**src/rtl/kbd_pkg.sv**
```systemverilog
// kbd_pkg: shared constants and helpers for the keyboard key decoder.
//   - Set-2 byte codes for the prefixes and the ten game keys
//   - key index constants, NUM_KEYS
//   - prefix FSM state encoding
//   - event field widths and the code-to-index lookup function
package kbd_pkg;

    // Prefix bytes
    localparam logic [7:0] KC_EXT   = 8'hE0;
    localparam logic [7:0] KC_BRK   = 8'hF0;

    // Key codes (arrows are only meaningful after KC_EXT)
    localparam logic [7:0] KC_UP    = 8'h75;
    localparam logic [7:0] KC_DOWN  = 8'h72;
    localparam logic [7:0] KC_LEFT  = 8'h6B;
    localparam logic [7:0] KC_RIGHT = 8'h74;
    localparam logic [7:0] KC_W     = 8'h1D;
    localparam logic [7:0] KC_A     = 8'h1C;
    localparam logic [7:0] KC_S     = 8'h1B;
    localparam logic [7:0] KC_D     = 8'h23;
    localparam logic [7:0] KC_L     = 8'h4B;
    localparam logic [7:0] KC_C     = 8'h21;

    localparam int NUM_KEYS = 10;

    localparam logic [3:0] KI_UP    = 4'd0;
    localparam logic [3:0] KI_DOWN  = 4'd1;
    localparam logic [3:0] KI_LEFT  = 4'd2;
    localparam logic [3:0] KI_RIGHT = 4'd3;
    localparam logic [3:0] KI_W     = 4'd4;
    localparam logic [3:0] KI_A     = 4'd5;
    localparam logic [3:0] KI_S     = 4'd6;
    localparam logic [3:0] KI_D     = 4'd7;
    localparam logic [3:0] KI_L     = 4'd8;
    localparam logic [3:0] KI_C     = 4'd9;

    // Event entry is {is_release, key_index}
    localparam int EVT_IDX_W = 4;
    localparam int EVT_W     = EVT_IDX_W + 1;

    typedef enum logic [1:0] {
        ST_IDLE    = 2'd0,
        ST_EXT     = 2'd1,
        ST_BRK     = 2'd2,
        ST_EXT_BRK = 2'd3
    } kbd_state_e;

    typedef struct packed {
        logic                 hit;
        logic [EVT_IDX_W-1:0] idx;
    } key_hit_t;

    // Map a byte to a key index. Arrows match only with ext=1 (bare codes are
    // the keypad); letters match only with ext=0.
    function automatic key_hit_t key_lookup(input logic [7:0] code, input logic ext);
        key_hit_t res;
        res.hit = 1'b1;
        res.idx = 4'd0;
        if (ext) begin
            case (code)
                KC_UP:    res.idx = KI_UP;
                KC_DOWN:  res.idx = KI_DOWN;
                KC_LEFT:  res.idx = KI_LEFT;
                KC_RIGHT: res.idx = KI_RIGHT;
                default:  res.hit = 1'b0;
            endcase
        end else begin
            case (code)
                KC_W:     res.idx = KI_W;
                KC_A:     res.idx = KI_A;
                KC_S:     res.idx = KI_S;
                KC_D:     res.idx = KI_D;
                KC_L:     res.idx = KI_L;
                KC_C:     res.idx = KI_C;
                default:  res.hit = 1'b0;
            endcase
        end
        return res;
    endfunction

endpackage

```
**src/rtl/kbd_key_decoder_if.sv**
```systemverilog
// kbd_key_decoder_if: groups the decoder's data/handshake signals.
//   code_in     : receiver codeword (8'h00 = no byte)
//   key_held    : per-key pressed state
//   key_press   : one-cycle make pulses
//   key_release : one-cycle break pulses
//   event_valid : event FIFO not empty
//   event_data  : FIFO head {is_release, key_index}
//   event_ready : consumer pop request
//   overflow    : sticky event-drop flag
// master = producer/consumer side (receiver + game logic), slave = decoder.
interface kbd_key_decoder_if;
    import kbd_pkg::*;

    logic [7:0]          code_in;
    logic [NUM_KEYS-1:0] key_held;
    logic [NUM_KEYS-1:0] key_press;
    logic [NUM_KEYS-1:0] key_release;
    logic                event_valid;
    logic [EVT_W-1:0]    event_data;
    logic                event_ready;
    logic                overflow;

    modport master (
        output code_in,
        output event_ready,
        input  key_held,
        input  key_press,
        input  key_release,
        input  event_valid,
        input  event_data,
        input  overflow
    );

    modport slave (
        input  code_in,
        input  event_ready,
        output key_held,
        output key_press,
        output key_release,
        output event_valid,
        output event_data,
        output overflow
    );

endinterface

```
**src/rtl/kbd_event_fifo.sv**
```systemverilog
// kbd_event_fifo: show-ahead FIFO with sticky overflow.
//   i_clk       : clock
//   i_rst_n     : synchronous active-low reset
//   i_push      : write request, i_push_data written when accepted
//   i_pop       : read request, honoured only when not empty
//   o_valid     : FIFO not empty
//   o_data      : head entry (valid while o_valid)
//   o_overflow  : sticky, set when a push is dropped on a full FIFO
// A push on a full FIFO is accepted when a pop happens in the same cycle.
module kbd_event_fifo #(
    parameter int WIDTH = 5,
    parameter int DEPTH = 4
) (
    input  logic             i_clk,
    input  logic             i_rst_n,
    input  logic             i_push,
    input  logic [WIDTH-1:0] i_push_data,
    input  logic             i_pop,
    output logic             o_valid,
    output logic [WIDTH-1:0] o_data,
    output logic             o_overflow
);

    localparam int AW = $clog2(DEPTH);
    localparam logic [AW:0] FULL_CNT = (AW+1)'(DEPTH);

    logic [WIDTH-1:0] r_mem [DEPTH];
    logic [AW-1:0]    r_wr_ptr;
    logic [AW-1:0]    r_rd_ptr;
    logic [AW:0]      r_count;
    logic             r_overflow;

    logic w_empty;
    logic w_full;
    logic w_do_pop;
    logic w_do_push;
    logic w_drop;

    // Accept/reject decisions for this cycle's push and pop
    always_comb begin
        w_empty   = (r_count == (AW+1)'(0));
        w_full    = (r_count == FULL_CNT);
        w_do_pop  = i_pop && !w_empty;
        w_do_push = i_push && (!w_full || w_do_pop);
        w_drop    = i_push && w_full && !w_do_pop;
    end

    // Storage, pointers, occupancy and overflow flag
    always_ff @(posedge i_clk) begin
        if (!i_rst_n) begin
            for (int i = 0; i < DEPTH; i++) begin
                r_mem[i] <= {WIDTH{1'b0}};
            end
            r_wr_ptr   <= {AW{1'b0}};
            r_rd_ptr   <= {AW{1'b0}};
            r_count    <= {(AW+1){1'b0}};
            r_overflow <= 1'b0;
        end else begin
            if (w_do_push) begin
                r_mem[r_wr_ptr] <= i_push_data;
                r_wr_ptr        <= r_wr_ptr + AW'(1);
            end
            if (w_do_pop) begin
                r_rd_ptr <= r_rd_ptr + AW'(1);
            end
            case ({w_do_push, w_do_pop})
                2'b10:   r_count <= r_count + (AW+1)'(1);
                2'b01:   r_count <= r_count - (AW+1)'(1);
                default: r_count <= r_count;
            endcase
            if (w_drop) begin
                r_overflow <= 1'b1;
            end
        end
    end

    assign o_valid    = !w_empty;
    assign o_data     = r_mem[r_rd_ptr];
    assign o_overflow = r_overflow;

endmodule

```
**src/rtl/kbd_key_decoder.sv**
```systemverilog
// kbd_key_decoder: Set-2 scan-code decoder for ten game keys.
//   CLK     : system clock (rising edge)
//   RESETN  : synchronous active-low reset
//   bus     : kbd_key_decoder_if.slave (code_in, key_held, key_press,
//             key_release, event_valid, event_data, event_ready, overflow)
// Tracks E0/F0 prefixes, suppresses typematic repeats, abandons a pending
// prefix after TIMEOUT idle cycles, and queues press/release events.
module kbd_key_decoder
    import kbd_pkg::*;
#(
    parameter int TIMEOUT    = 250000,
    parameter int FIFO_DEPTH = 4
) (
    input  logic            CLK,
    input  logic            RESETN,
    kbd_key_decoder_if.slave bus
);

    localparam logic [1:0] S_IDLE    = 2'(ST_IDLE);
    localparam logic [1:0] S_EXT     = 2'(ST_EXT);
    localparam logic [1:0] S_BRK     = 2'(ST_BRK);
    localparam logic [1:0] S_EXT_BRK = 2'(ST_EXT_BRK);

    localparam int CW = (TIMEOUT > 1) ? $clog2(TIMEOUT) : 1;
    localparam logic [CW-1:0] TMO_MAX = CW'(TIMEOUT - 1);

    logic [1:0]          r_state;
    logic [CW-1:0]       r_tmo_cnt;
    logic [NUM_KEYS-1:0] r_key_held;
    logic [NUM_KEYS-1:0] r_key_press;
    logic [NUM_KEYS-1:0] r_key_release;

    logic                w_byte;
    logic [1:0]          w_nxt_state;
    logic                w_make;
    logic                w_brk;
    logic                w_ext;
    logic                w_tmo;
    key_hit_t            w_hit;
    logic [NUM_KEYS-1:0] w_key_bit;
    logic                w_do_press;
    logic                w_do_release;
    logic                w_push;
    logic [EVT_W-1:0]    w_push_data;
    logic                w_fifo_valid;
    logic [EVT_W-1:0]    w_fifo_data;
    logic                w_fifo_ovf;

    // Prefix FSM next state and classification of the current byte
    always_comb begin
        w_byte      = (bus.code_in != 8'h00);
        w_tmo       = (r_state != S_IDLE) && (r_tmo_cnt == TMO_MAX);
        w_nxt_state = r_state;
        w_make      = 1'b0;
        w_brk       = 1'b0;
        w_ext       = 1'b0;
        if (w_byte) begin
            case (r_state)
                S_IDLE: begin
                    if (bus.code_in == KC_EXT) begin
                        w_nxt_state = S_EXT;
                    end else if (bus.code_in == KC_BRK) begin
                        w_nxt_state = S_BRK;
                    end else begin
                        w_nxt_state = S_IDLE;
                        w_make      = 1'b1;
                    end
                end
                S_EXT: begin
                    if (bus.code_in == KC_BRK) begin
                        w_nxt_state = S_EXT_BRK;
                    end else if (bus.code_in == KC_EXT) begin
                        w_nxt_state = S_EXT;
                    end else begin
                        w_nxt_state = S_IDLE;
                        w_make      = 1'b1;
                        w_ext       = 1'b1;
                    end
                end
                S_BRK: begin
                    w_nxt_state = S_IDLE;
                    if ((bus.code_in != KC_EXT) && (bus.code_in != KC_BRK)) begin
                        w_brk = 1'b1;
                    end else begin
                        w_brk = 1'b0;
                    end
                end
                S_EXT_BRK: begin
                    w_nxt_state = S_IDLE;
                    if ((bus.code_in != KC_EXT) && (bus.code_in != KC_BRK)) begin
                        w_brk = 1'b1;
                        w_ext = 1'b1;
                    end else begin
                        w_brk = 1'b0;
                    end
                end
                default: w_nxt_state = S_IDLE;
            endcase
        end else if (w_tmo) begin
            w_nxt_state = S_IDLE;
        end else begin
            w_nxt_state = r_state;
        end
    end

    // Key lookup and press/release qualification against held state
    always_comb begin
        w_hit        = key_lookup(bus.code_in, w_ext);
        w_key_bit    = NUM_KEYS'(1) << w_hit.idx;
        w_do_press   = w_make && w_hit.hit && ((r_key_held & w_key_bit) == {NUM_KEYS{1'b0}});
        w_do_release = w_brk  && w_hit.hit && ((r_key_held & w_key_bit) != {NUM_KEYS{1'b0}});
        w_push       = w_do_press || w_do_release;
        w_push_data  = {w_do_release, w_hit.idx};
    end

    // FSM state, held keys and one-cycle pulses
    always_ff @(posedge CLK) begin
        if (!RESETN) begin
            r_state       <= S_IDLE;
            r_key_held    <= {NUM_KEYS{1'b0}};
            r_key_press   <= {NUM_KEYS{1'b0}};
            r_key_release <= {NUM_KEYS{1'b0}};
        end else begin
            r_state       <= w_nxt_state;
            r_key_press   <= w_do_press   ? w_key_bit : {NUM_KEYS{1'b0}};
            r_key_release <= w_do_release ? w_key_bit : {NUM_KEYS{1'b0}};
            if (w_do_press) begin
                r_key_held <= r_key_held | w_key_bit;
            end else if (w_do_release) begin
                r_key_held <= r_key_held & ~w_key_bit;
            end
        end
    end

    // Prefix timeout: cleared by any byte, runs only while a prefix is pending
    always_ff @(posedge CLK) begin
        if (!RESETN) begin
            r_tmo_cnt <= {CW{1'b0}};
        end else if (w_byte) begin
            r_tmo_cnt <= {CW{1'b0}};
        end else if (r_state != S_IDLE) begin
            if (w_tmo) begin
                r_tmo_cnt <= {CW{1'b0}};
            end else begin
                r_tmo_cnt <= r_tmo_cnt + CW'(1);
            end
        end else begin
            r_tmo_cnt <= {CW{1'b0}};
        end
    end

    kbd_event_fifo #(
        .WIDTH (EVT_W),
        .DEPTH (FIFO_DEPTH)
    ) u_fifo (
        .i_clk       (CLK),
        .i_rst_n     (RESETN),
        .i_push      (w_push),
        .i_push_data (w_push_data),
        .i_pop       (bus.event_ready),
        .o_valid     (w_fifo_valid),
        .o_data      (w_fifo_data),
        .o_overflow  (w_fifo_ovf)
    );

    assign bus.key_held    = r_key_held;
    assign bus.key_press   = r_key_press;
    assign bus.key_release = r_key_release;
    assign bus.event_valid = w_fifo_valid;
    assign bus.event_data  = w_fifo_data;
    assign bus.overflow    = w_fifo_ovf;

endmodule

```
**src/flat_wrapper.sv**
```systemverilog
// flat-port wrapper written by rule: the top's interface ports become plain ports
module kbd_key_decoder_flat import kbd_pkg::*;
#(
    parameter int TIMEOUT    = 250000,
    parameter int FIFO_DEPTH = 4
)
  (CLK, RESETN, bus_code_in, bus_event_ready, bus_key_held, bus_key_press, bus_key_release, bus_event_valid, bus_event_data, bus_overflow);
  kbd_key_decoder_if bus_i ();
  input  logic CLK;
  input  logic RESETN;
  input wire logic [$bits(bus_i.code_in)-1:0] bus_code_in;
  input wire logic [$bits(bus_i.event_ready)-1:0] bus_event_ready;
  output wire logic [$bits(bus_i.key_held)-1:0] bus_key_held;
  output wire logic [$bits(bus_i.key_press)-1:0] bus_key_press;
  output wire logic [$bits(bus_i.key_release)-1:0] bus_key_release;
  output wire logic [$bits(bus_i.event_valid)-1:0] bus_event_valid;
  output wire logic [$bits(bus_i.event_data)-1:0] bus_event_data;
  output wire logic [$bits(bus_i.overflow)-1:0] bus_overflow;
  assign bus_i.code_in = bus_code_in;
  assign bus_i.event_ready = bus_event_ready;
  assign bus_key_held = bus_i.key_held;
  assign bus_key_press = bus_i.key_press;
  assign bus_key_release = bus_i.key_release;
  assign bus_event_valid = bus_i.event_valid;
  assign bus_event_data = bus_i.event_data;
  assign bus_overflow = bus_i.overflow;
  kbd_key_decoder #(.TIMEOUT(TIMEOUT), .FIFO_DEPTH(FIFO_DEPTH)) u_core (.CLK(CLK), .RESETN(RESETN), .bus(bus_i));
endmodule
```
**config.mk**
```make
export PLATFORM = sky130hd
export DESIGN_NAME = kbd_key_decoder_flat
export DESIGN_NICKNAME = d
export VERILOG_FILES = /design/src/rtl/kbd_pkg.sv /design/src/rtl/kbd_key_decoder_if.sv /design/src/rtl/kbd_event_fifo.sv /design/src/rtl/kbd_key_decoder.sv /design/src/flat_wrapper.sv
export SDC_FILE = /design/constraint.sdc
export NUM_CORES = 1
export LEC_CHECK = 0
export CORE_AREA = 10 10 99 101
export DETAILED_ROUTE_END_ITERATION = 16
export DIE_AREA = 0 0 109 111
export GPL_ROUTABILITY_DRIVEN = 0
export PLACE_DENSITY = 0.7
export SYNTH_ARGS = -nofsm -noshare
export SYNTH_HDL_FRONTEND = slang
export SYNTH_SLANG_ARGS = --single-unit
```
**constraint.sdc**
```tcl
create_clock -name CLK -period 5.3 [get_ports CLK]
set_input_delay 1.59 -clock CLK [delete_from_list [all_inputs] [get_ports CLK]]
set_output_delay 1.59 -clock CLK [all_outputs]
set_load 0.01 [all_outputs]
```
[Yosys cells after proc, flatten, opt, wreduce, memory -nomap -nowiden]
Memories as Yosys holds them, arrays and structs flattened. A register that Yosys moved wholly into a read port is not among the register bits.
Index checks and enable logic that the tools add are counted.
Cells by class
  $add $sub $neg: 5
  eq/ne operators: 21
  shifts and indexed selects: 1
  mux-type cells: 35
  bitwise gates (word level): 6
  reductions and logical operators: 31
Operators with widths (number)
  $eq 8x7->1 const B: 5
  $eq 8x5->1 const B: 3
  $pmux 4 s6: 1
  $and 10x10->10: 2
  $mux 10: 2
  $add 18x1->18 const B: 1
  $eq 18x18->1 const B: 1
  $mux 1: 17
  $eq 8x6->1 const B: 2
  $eq 8x8->1 const B: 2
  $mux 2: 8
  $ne 8x8->1 const B: 2
  $pmux 2 s3: 2
  $logic_and 1x1->1: 10
  $logic_not 10->1: 1
  $mux 5: 2
  $not 10->10: 1
  $or 10x10->10: 1
  $reduce_bool 10->1: 1
  $shl 1x4->10 const A: 1
  $reduce_bool 2->1: 4
  $reduce_bool 8->1: 1
  $reduce_or 4->1: 2
  $eq 2x2->1 const B: 3
  other kinds (16): 24
Storage, ports and cells
  flip-flop bits (word level): 58
  bits in writable memories: 20
  output and inout port bits: 37
  memories kept: 1
Memory list
  u_core.u_fifo.r_mem: words 4, width 5, rd ports 1, clocked after memory_dff 1, wr ports 4, RTL line kbd_event_fifo.sv:27  | logic [WIDTH-1:0] r_mem [DEPTH];

[Logic depth before layout (Yosys ltp)]
Gate-level depths: netlist of the first run.
  depth after elaboration: 17
  mapped depth: 13
  mapped depth without buffers: 11

[Modules after synthesis]
Synthesis of the first run repeated with hierarchy kept, for this count alone.
Second synthesis, totals
  cell total of the unflattened synthesis: 394
  area total of the unflattened synthesis: 3799.9 um2
By module, submodules not included
  kbd_key_decoder: times used 1, cells an instance 293, area each 2434.8 um2, seq. area each 1001.0 um2
  kbd_event_fifo: times used 1, cells an instance 101, area each 1365.1 um2, seq. area each 800.8 um2

[Least setup slack after synthesis of the first run]
OpenSTA, ideal clock, no wires.
  kind: input-to-reg
  start: input port bus_code_in[7]
  end: memory u_core.u_fifo.r_mem[0][0] (enable)
  setup time: 376 ps
  arrival time: 4408 ps
  data required time: 4924 ps
  path slack: 516 ps
  stages on the path: 11
  path buffers: 3
  path through: clkbuf_1 > or4_4 > a21o_1 > and2_1 > buf_6 > or3_1 > a22o_1 > a311o_1 > and2_1 > buf_6 > o31ai_1
RTL lines
  start: declaration: RTL line flat_wrapper.sv:11  | input wire logic [$bits(bus_i.code_in)-1:0] bus_code_in;
  end: declaration: RTL line kbd_event_fifo.sv:27

[Worst setup path in the final report of the first run]
  start: input port bus_code_in[3]
  end: register u_core.u_fifo.r_count[2]
Between the ends
  cells in the longest elaborated chain, start to end: 14
  elaborated cells between the ends (all ways): 48
  classes of those cells: eq/ne (16); shift (1); mux (17); bitwise (1); reduce/logical (13)
RTL lines
  $eq 8x8->1 or $ne 8x8->1 (tied branches)
  $mux 1 or $logic_and 1x1->1 (tied branches): RTL line kbd_key_decoder.sv:72, kbd_key_decoder.sv:82, kbd_key_decoder.sv:90
  $mux 1 (on tied branches): RTL line kbd_key_decoder.sv:70, kbd_key_decoder.sv:82, kbd_key_decoder.sv:90
  $pmux 1 s2: RTL line kbd_key_decoder.sv:58  | case (r_state)
  $mux 1: RTL line kbd_key_decoder.sv:57  | if (w_byte) begin
  $mux 5: RTL line kbd_pkg.sv:59  | if (ext) begin
  $shl 1x4->10: RTL line kbd_key_decoder.sv:109  | w_key_bit = NUM_KEYS'(1) << w_hit.idx;
  $and 10x10->10: RTL line kbd_key_decoder.sv:110, kbd_key_decoder.sv:111
  $logic_not 10->1 or $reduce_bool 10->1 (tied branches): RTL line kbd_key_decoder.sv:110, kbd_key_decoder.sv:111
  $logic_and 1x1->1 (on tied branches): RTL line kbd_key_decoder.sv:110, kbd_key_decoder.sv:111
  $logic_or 1x1->1 (*): RTL line kbd_key_decoder.sv:112  | w_push = w_do_press || w_do_release;
  $logic_and 1x1->1 (*): RTL line kbd_event_fifo.sv:44  | w_do_push = i_push && (!w_full || w_do_pop);
  $eq 2x1->1 or $eq 2x2->1 (tied branches): RTL line kbd_event_fifo.sv:66  | case ({w_do_push, w_do_pop})
  $pmux 3 s2 or $reduce_bool 2->1 (tied branches)
  end signal: assignment: RTL line kbd_event_fifo.sv:67  | 2'b10: r_count <= r_count + (AW+1)'(1);
  end signal: assignment: RTL line kbd_event_fifo.sv:68  | 2'b01: r_count <= r_count - (AW+1)'(1);
  end signal: assignment: RTL line kbd_event_fifo.sv:69  | default: r_count <= r_count;
  end: declaration: RTL line kbd_event_fifo.sv:30  | logic [AW:0] r_count;
Every way passes the cells marked *; elsewhere a longest branch is shown, timed or not.
A chain may end at the register's enable or synchronous reset.

==> flow_summary.json, run 1 <==
{
  "tns_ns": 0,
  "grt_pass1_wl_um": 14570,
  "period_share_pct": 91.17,
  "grt_use_total_pct": 14.77,
  "clk_latency_ns": 0.36,
  "status": "completed",
  "synth_cell_type_count": 59,
  "async_flop_share_pct": 0,
  "synth_area_leaders": "dfxtp_1 (32%), edfxtp_1 (16%), nor2_1 (6.5%)",
  "fin_cells": 553,
  "setup_violations": 0,
  "synth_top_area_cell": "dfxtp_1",
  "core_area_um2": 7969,
  "grt_pass1_vias": 3027,
  "max_slew.worst_pin.slew_ns": 0.9124,
  "dp_hpwl_um": 6410,
  "portBuffers": 47,
  "powerDensity_nw_per_um2": 279.6,
  "drtAntennaViolNets": 0,
  "ys_seq_area_share_pct": 48.75,
  "die-area_um2": 12100,
  "leakage_nw": 1.490,
  "clock_path_buffers": 2,
  "ys_ff_latch": 80,
  "min_period_ns": 4.832,
  "rsz0062_at_grt": "false",
  "num_rows": 33,
  "synth_edf_count": 20,
  "wl_per_cell_um": 15.58,
  "num_antenna_cells": 0,
  "clk_root_buffer_cell": "clkbuf_8",
  "grt_max_degree": 21,
  "mostFrequentLayoutCell": "nor2_1",
  "reg2reg_slack_ns": 2.50,
  "routed_wl_um": 8614,
  "cts_tree": "built",
  "slew_violations": 0,
  "clock.fmax_mhz": 207.0,
  "first_pass_iters": 5,
  "max_cap_violations": 0,
  "drc": 0,
  "worstPathArrival_ns": 5.13,
  "cts_buffers": 9,
  "netlist_area_um2": 3696,
  "clk_pin_slew_ns": 0.09,
  "finClkSkew_ns": 0.01191,
  "cts_resized": 0,
  "syn_nets": 398,
  "placed_cells": 537,
  "drive_gt1_share_pct": 12.28,
  "hold_violations": 0,
  "yosys.area.top_type_share_pct": 32.50,
  "hold_buffers": 0,
  "synth_cells": 385,
  "whs_ns": 0.4751,
  "grt.overflow.total": 0,
  "num_vias": 3070,
  "area_growth_pct": 22.51,
  "hp-class": "flip-flop to flip-flop",
  "cp_max_fo": 12,
  "h-tree-depth": 3,
  "initial_utilization_pct": 46.38,
  "cp-start-kind": "primary input",
  "slew_headroom_pct": 39.05,
  "cts.sink_count": 80,
  "vdd_drop_max_mv": 0.1477,
  "die_w_um": 109,
  "antenna_found_initial": 0,
  "ioPinCount": 48,
  "yosysWarnings": 0,
  "worstPathRequired_ns": 5.60,
  "synthFlopType": "dfxtp_1",
  "fin_area_um2": 4528,
  "synth.avg_cell_area_um2": 9.600,
  "dpl_cell_area_um2": 4342,
  "worstSetupPathType": "primary input to flip-flop",
  "drtIter0Drc": 181,
  "nets": 456,
  "dieHeight_um": 111,
  "vias_per_cell": 5.552,
  "end_kind": "flip-flop",
  "final_util_pct": 56.82,
  "cts_setup_buffers": 0,
  "mostFrequentLayoutCells": "nor2_1 (64), dfxtp_1 (60), clkdlybuf4s50_1 (47)"
}
-- cell families after synthesis --
family / synth area share (%)
and+or+nand+nor: 26.88
buffers and inverters: 4.401
xor gates and xnor gates: 4.739
muxes: 3.859
AOI/OAI and AO/OA: 10.50
adders and majority gates: 0.8801
DFF: 48.75
-- cell usage after synthesis (4+ instances only) --
| cell type | n |
|---|---|
| a21oi_1 | 9 |
| and2_1 | 4 |
| and3_1 | 6 |
| buf_6 | 5 |
| clkbuf_1 | 16 |
| dfxtp_1 | 60 |
| edfxtp_1 | 20 |
| inv_1 | 10 |
| mux4_2 | 5 |
| nand2_1 | 20 |
| nand2b_1 | 5 |
| nand3_1 | 18 |
| nand4_1 | 10 |
| nor2_1 | 64 |
| nor3_1 | 18 |
| nor3b_1 | 5 |
| nor4_2 | 5 |
| o211ai_1 | 11 |
| o21ai_0 | 12 |
| o21ai_1 | 4 |
| o31ai_1 | 4 |
| xnor2_1 | 10 |
| xor2_1 | 10 |
-- worst max-delay path, cell delays in order --
cell             delay [ns]
clkdlybuf4s50_1        0.48
buf_4                  0.19
or4b_1                 0.53
a211o_1                0.32
a32oi_1                0.31
nand2b_1               0.15
a22o_1                 0.21
a311oi_1               0.13
nor2b_1                0.74
mux2i_1                0.29
mux2i_1                0.19
-- through the flow --
stage	total power (W)	setup slack [ns]
after global routing	0.001329	0.2928
after CTS	0.001277	0.5417
after floorplan	0.0007771	0.5164
after detailed placement	0.0008494	0.1604
final	0.001266	0.4679
after global placement	0.0008444	0.1999
-- metal layers --
layer,up-vias,global-route usage [%],part of all wire [%]
met1,1460,17.91,43
met3,15,4.186,6.0
met5,-,0,0
met4,0,5.629,2.1
met2,87,23.93,49
li1,1508,-,-
-- report_power, final --
group	total [W]	leakage [nW]	internal [W]	switching (W)
clock	0.000432	0.0961	0.000190	0.000242
combinational	0.000167	0.703	0.0000934	0.0000740
sequential	0.000667	0.692	0.000644	0.0000234
total	0.00127	1.49	0.000927	0.000339
-- worst paths after layout --
kind                  startpoint  cells past startpoint                  endpoint
max               bus_code_in[3]                     11  u_core.u_fifo.r_count[2]
min          u_core.r_tmo_cnt[0]                      1       u_core.r_tmo_cnt[0]
max reg2reg    u_core.r_state[0]                      8  u_core.u_fifo.r_count[2]
min reg2reg  u_core.r_tmo_cnt[0]                      1       u_core.r_tmo_cnt[0]
-- cell type report --
cell class | count | area, um2
flip-flops and latches | 80 | 1802
clock inverters | 6 | 48.80
repair buffers | 69 | 635.6
well taps | 105 | 131.4
multi-input cells | 272 | 1732
inverters | 11 | 41.29
fillers | 691 | 3441
clock buffers | 10 | 137.6
No activity file was read; power rests on OpenSTA's default activity.
==> inputs of run 2 (changes only) <==
--- a/config.mk
+++ b/config.mk
@@ -5,11 +5,10 @@
 export SDC_FILE = /design/constraint.sdc
 export NUM_CORES = 1
 export LEC_CHECK = 0
-export CORE_AREA = 10 10 99 101
+export CORE_AREA = 10 10 122 124
 export DETAILED_ROUTE_END_ITERATION = 16
-export DIE_AREA = 0 0 109 111
+export DIE_AREA = 0 0 132 134
 export GPL_ROUTABILITY_DRIVEN = 0
-export PLACE_DENSITY = 0.7
 export SYNTH_ARGS = -nofsm -noshare
 export SYNTH_HDL_FRONTEND = slang
 export SYNTH_SLANG_ARGS = --single-unit
==> flow_summary.json, run 2 (synthesis results as in run 1) <==
{
  "clk_pin_slew_ns": 0.06,
  "num_rows": 41,
  "cp-start-kind": "primary input",
  "worstPathArrival_ns": 5.07,
  "hold_violations": 0,
  "leakage_nw": 1.524,
  "worstSetupPathType": "primary input to flip-flop",
  "clock.fmax_mhz": 208.1,
  "critPathSlowestCell": "or4_4",
  "portBuffers": 47,
  "grt_max_degree": 21,
  "mostFrequentLayoutCell": "nor2_1",
  "max_stage_delay_ns": 0.58,
  "mostFrequentLayoutCells": "nor2_1 (64), dfxtp_1 (60), clkdlybuf4s50_1 (47)",
  "dpl_cell_area_um2": 4425,
  "switching_share_pct": 24.30,
  "slew_headroom_pct": 64.05,
  "fillers": 1276,
  "dieHeight_um": 134,
  "num_antenna_cells": 0,
  "grt_pass1_wl_um": 14840,
  "area_growth_pct": 26.98,
  "drc": 0,
  "cts.sink_count": 80,
  "nets": 456,
  "rsz0062_at_grt": "false",
  "routed_wl_um": 8974,
  "slew_violations": 0,
  "end_kind": "flip-flop",
  "power_switching_w": 0.0003385,
  "grt_use_total_pct": 10.23,
  "vdd_drop_max_mv": 0.1268,
  "cp_common_cell": "mux2i_1",
  "hold_buffers": 0,
  "worstPathRequired_ns": 5.56,
  "finClkSkew_ns": 0.01014,
  "min_period_ns": 4.806,
  "wl_per_cell_um": 14.47,
  "ioPinCount": 48,
  "clk_root_buffer_cell": "clkbuf_16",
  "num_vias": 3034,
  "max_slew.worst_pin.slew_ns": 0.5388,
  "antenna_found_initial": 0,
  "status": "completed",
  "combinationalPowerShare_pct": 11.8,
  "whs_ns": 0.4640,
  "cts_setup_buffers": 0,
  "cts_resized": 0,
  "cts_tree": "built",
  "dp_worst_setup_slack_ns": 0.1433,
  "initial_utilization_pct": 29.65,
  "worstPathCellList": "clkdlybuf4s50_1, or4_4, a21o_1, and2_1, or3_1, a22o_1, a311oi_1, nor3b_1, fa_1, and3_1, mux2i_1, mux2i_1",
  "setup_violations": 0,
  "grt.overflow.total": 0,
  "drive_gt1_share_pct": 11.61,
  "drtAntennaViolNets": 0,
  "clk_latency_ns": 0.34,
  "pwr-share-clk_pct": 40.3,
  "tns_ns": 0,
  "grt_pass1_vias": 2969,
  "powerDensity_nw_per_um2": 296.8,
  "setup_slack_ns": 0.4941,
  "cts_buffers": 9,
  "cp_max_fo": 5,
  "period_share_pct": 90.68,
  "hp-class": "flip-flop to flip-flop",
  "fin_area_um2": 4693,
  "die_w_um": 132,
  "core_area_um2": 12470,
  "h-tree-depth": 3,
  "dp_hpwl_um": 6727,
  "die-area_um2": 17690,
  "clock_path_buffers": 2,
  "drtIter0Drc": 181,
  "p_seq_share_pct": 47.9,
  "vias_per_cell": 4.894,
  "first_pass_iters": 4,
  "max_cap_violations": 0,
  "p_int_w": 0.001054
}
-- run 2: layout make-up --
| cell class | count | area (um2) | share of cell area (%) |
|---|---|---|---|
| sequential | 80 | 1802 | 38.39 |
| inverter | 11 | 41.29 | 0.8798 |
| clock buffer | 12 | 236.5 | 5.039 |
| multi-input combinational | 272 | 1732 | 36.90 |
| timing repair buffer | 69 | 635.6 | 13.54 |
| clock inverter | 4 | 31.28 | 0.6665 |
| tap | 172 | 215.2 | 4.585 |
-- run 2: power groups by stage --
stage          Combinational [W]  Sequential [W]  Clock (W)
3_5_place_dp            0.000168        0.000682          0
2_1_floorplan           0.000109        0.000668          0
5_1_grt                 0.000180        0.000672   0.000604
6_report                0.000164        0.000667   0.000561
3_3_place_gp            0.000163        0.000680          0
4_1_cts                 0.000168        0.000668   0.000575
-- run 2: critical path: cells and delay by family --
| kind | cells | cell delay (ns) |
|---|---|---|
| AND/OR/NAND/NOR | 5 | 1.43 |
| AO/OA/AOI/OAI | 3 | 0.86 |
| multiplexers | 2 | 0.34 |
| adder cells (fa/ha/maj) | 1 | 0.39 |
| buffers and inverters | 1 | 0.46 |
-- run 2: final timing paths --
path	to	depth (start not counted)	slack [ns]	startpoint
worst max-delay path	u_core.u_fifo.r_count[2]	12	0.49	bus_code_in[0]
worst min-delay path	u_core.r_tmo_cnt[0]	1	0.46	u_core.r_tmo_cnt[0]
worst min register to register	u_core.r_tmo_cnt[0]	1	0.46	u_core.r_tmo_cnt[0]
worst max register to register	u_core.u_fifo.r_count[2]	10	2.57	u_core.r_state[0]
-- run 2: per-stage QoR --
stage               total power (W)  instances  util [%]
global placement          0.0008432        604     35.50
CTS                        0.001411        620     37.65
floorplan                 0.0007771        385         -
finish                     0.001393        620     37.65
detailed placement        0.0008492        604     35.50
global route               0.001456        620     37.65
-- run 2: layer usage --
metal	global-route usage, %	wire (um)	vias to the layer above
met3	2.763	475	8
met1	12.35	4122	1434
met2	16.74	4251	82
met4	4.450	125	0
met5	0	0	-
li1	-	-	1510
==> inputs of run 3 (changes only) <==
--- a/config.mk
+++ b/config.mk
@@ -6,6 +6,7 @@
 export NUM_CORES = 1
 export LEC_CHECK = 0
 export CORE_AREA = 10 10 122 124
+export CTS_CLUSTER_SIZE = 28
 export DETAILED_ROUTE_END_ITERATION = 16
 export DIE_AREA = 0 0 132 134
 export GPL_ROUTABILITY_DRIVEN = 0
==> results of run 3 <==
No change in the layout: final DEF, timing and power equal those of run 2.
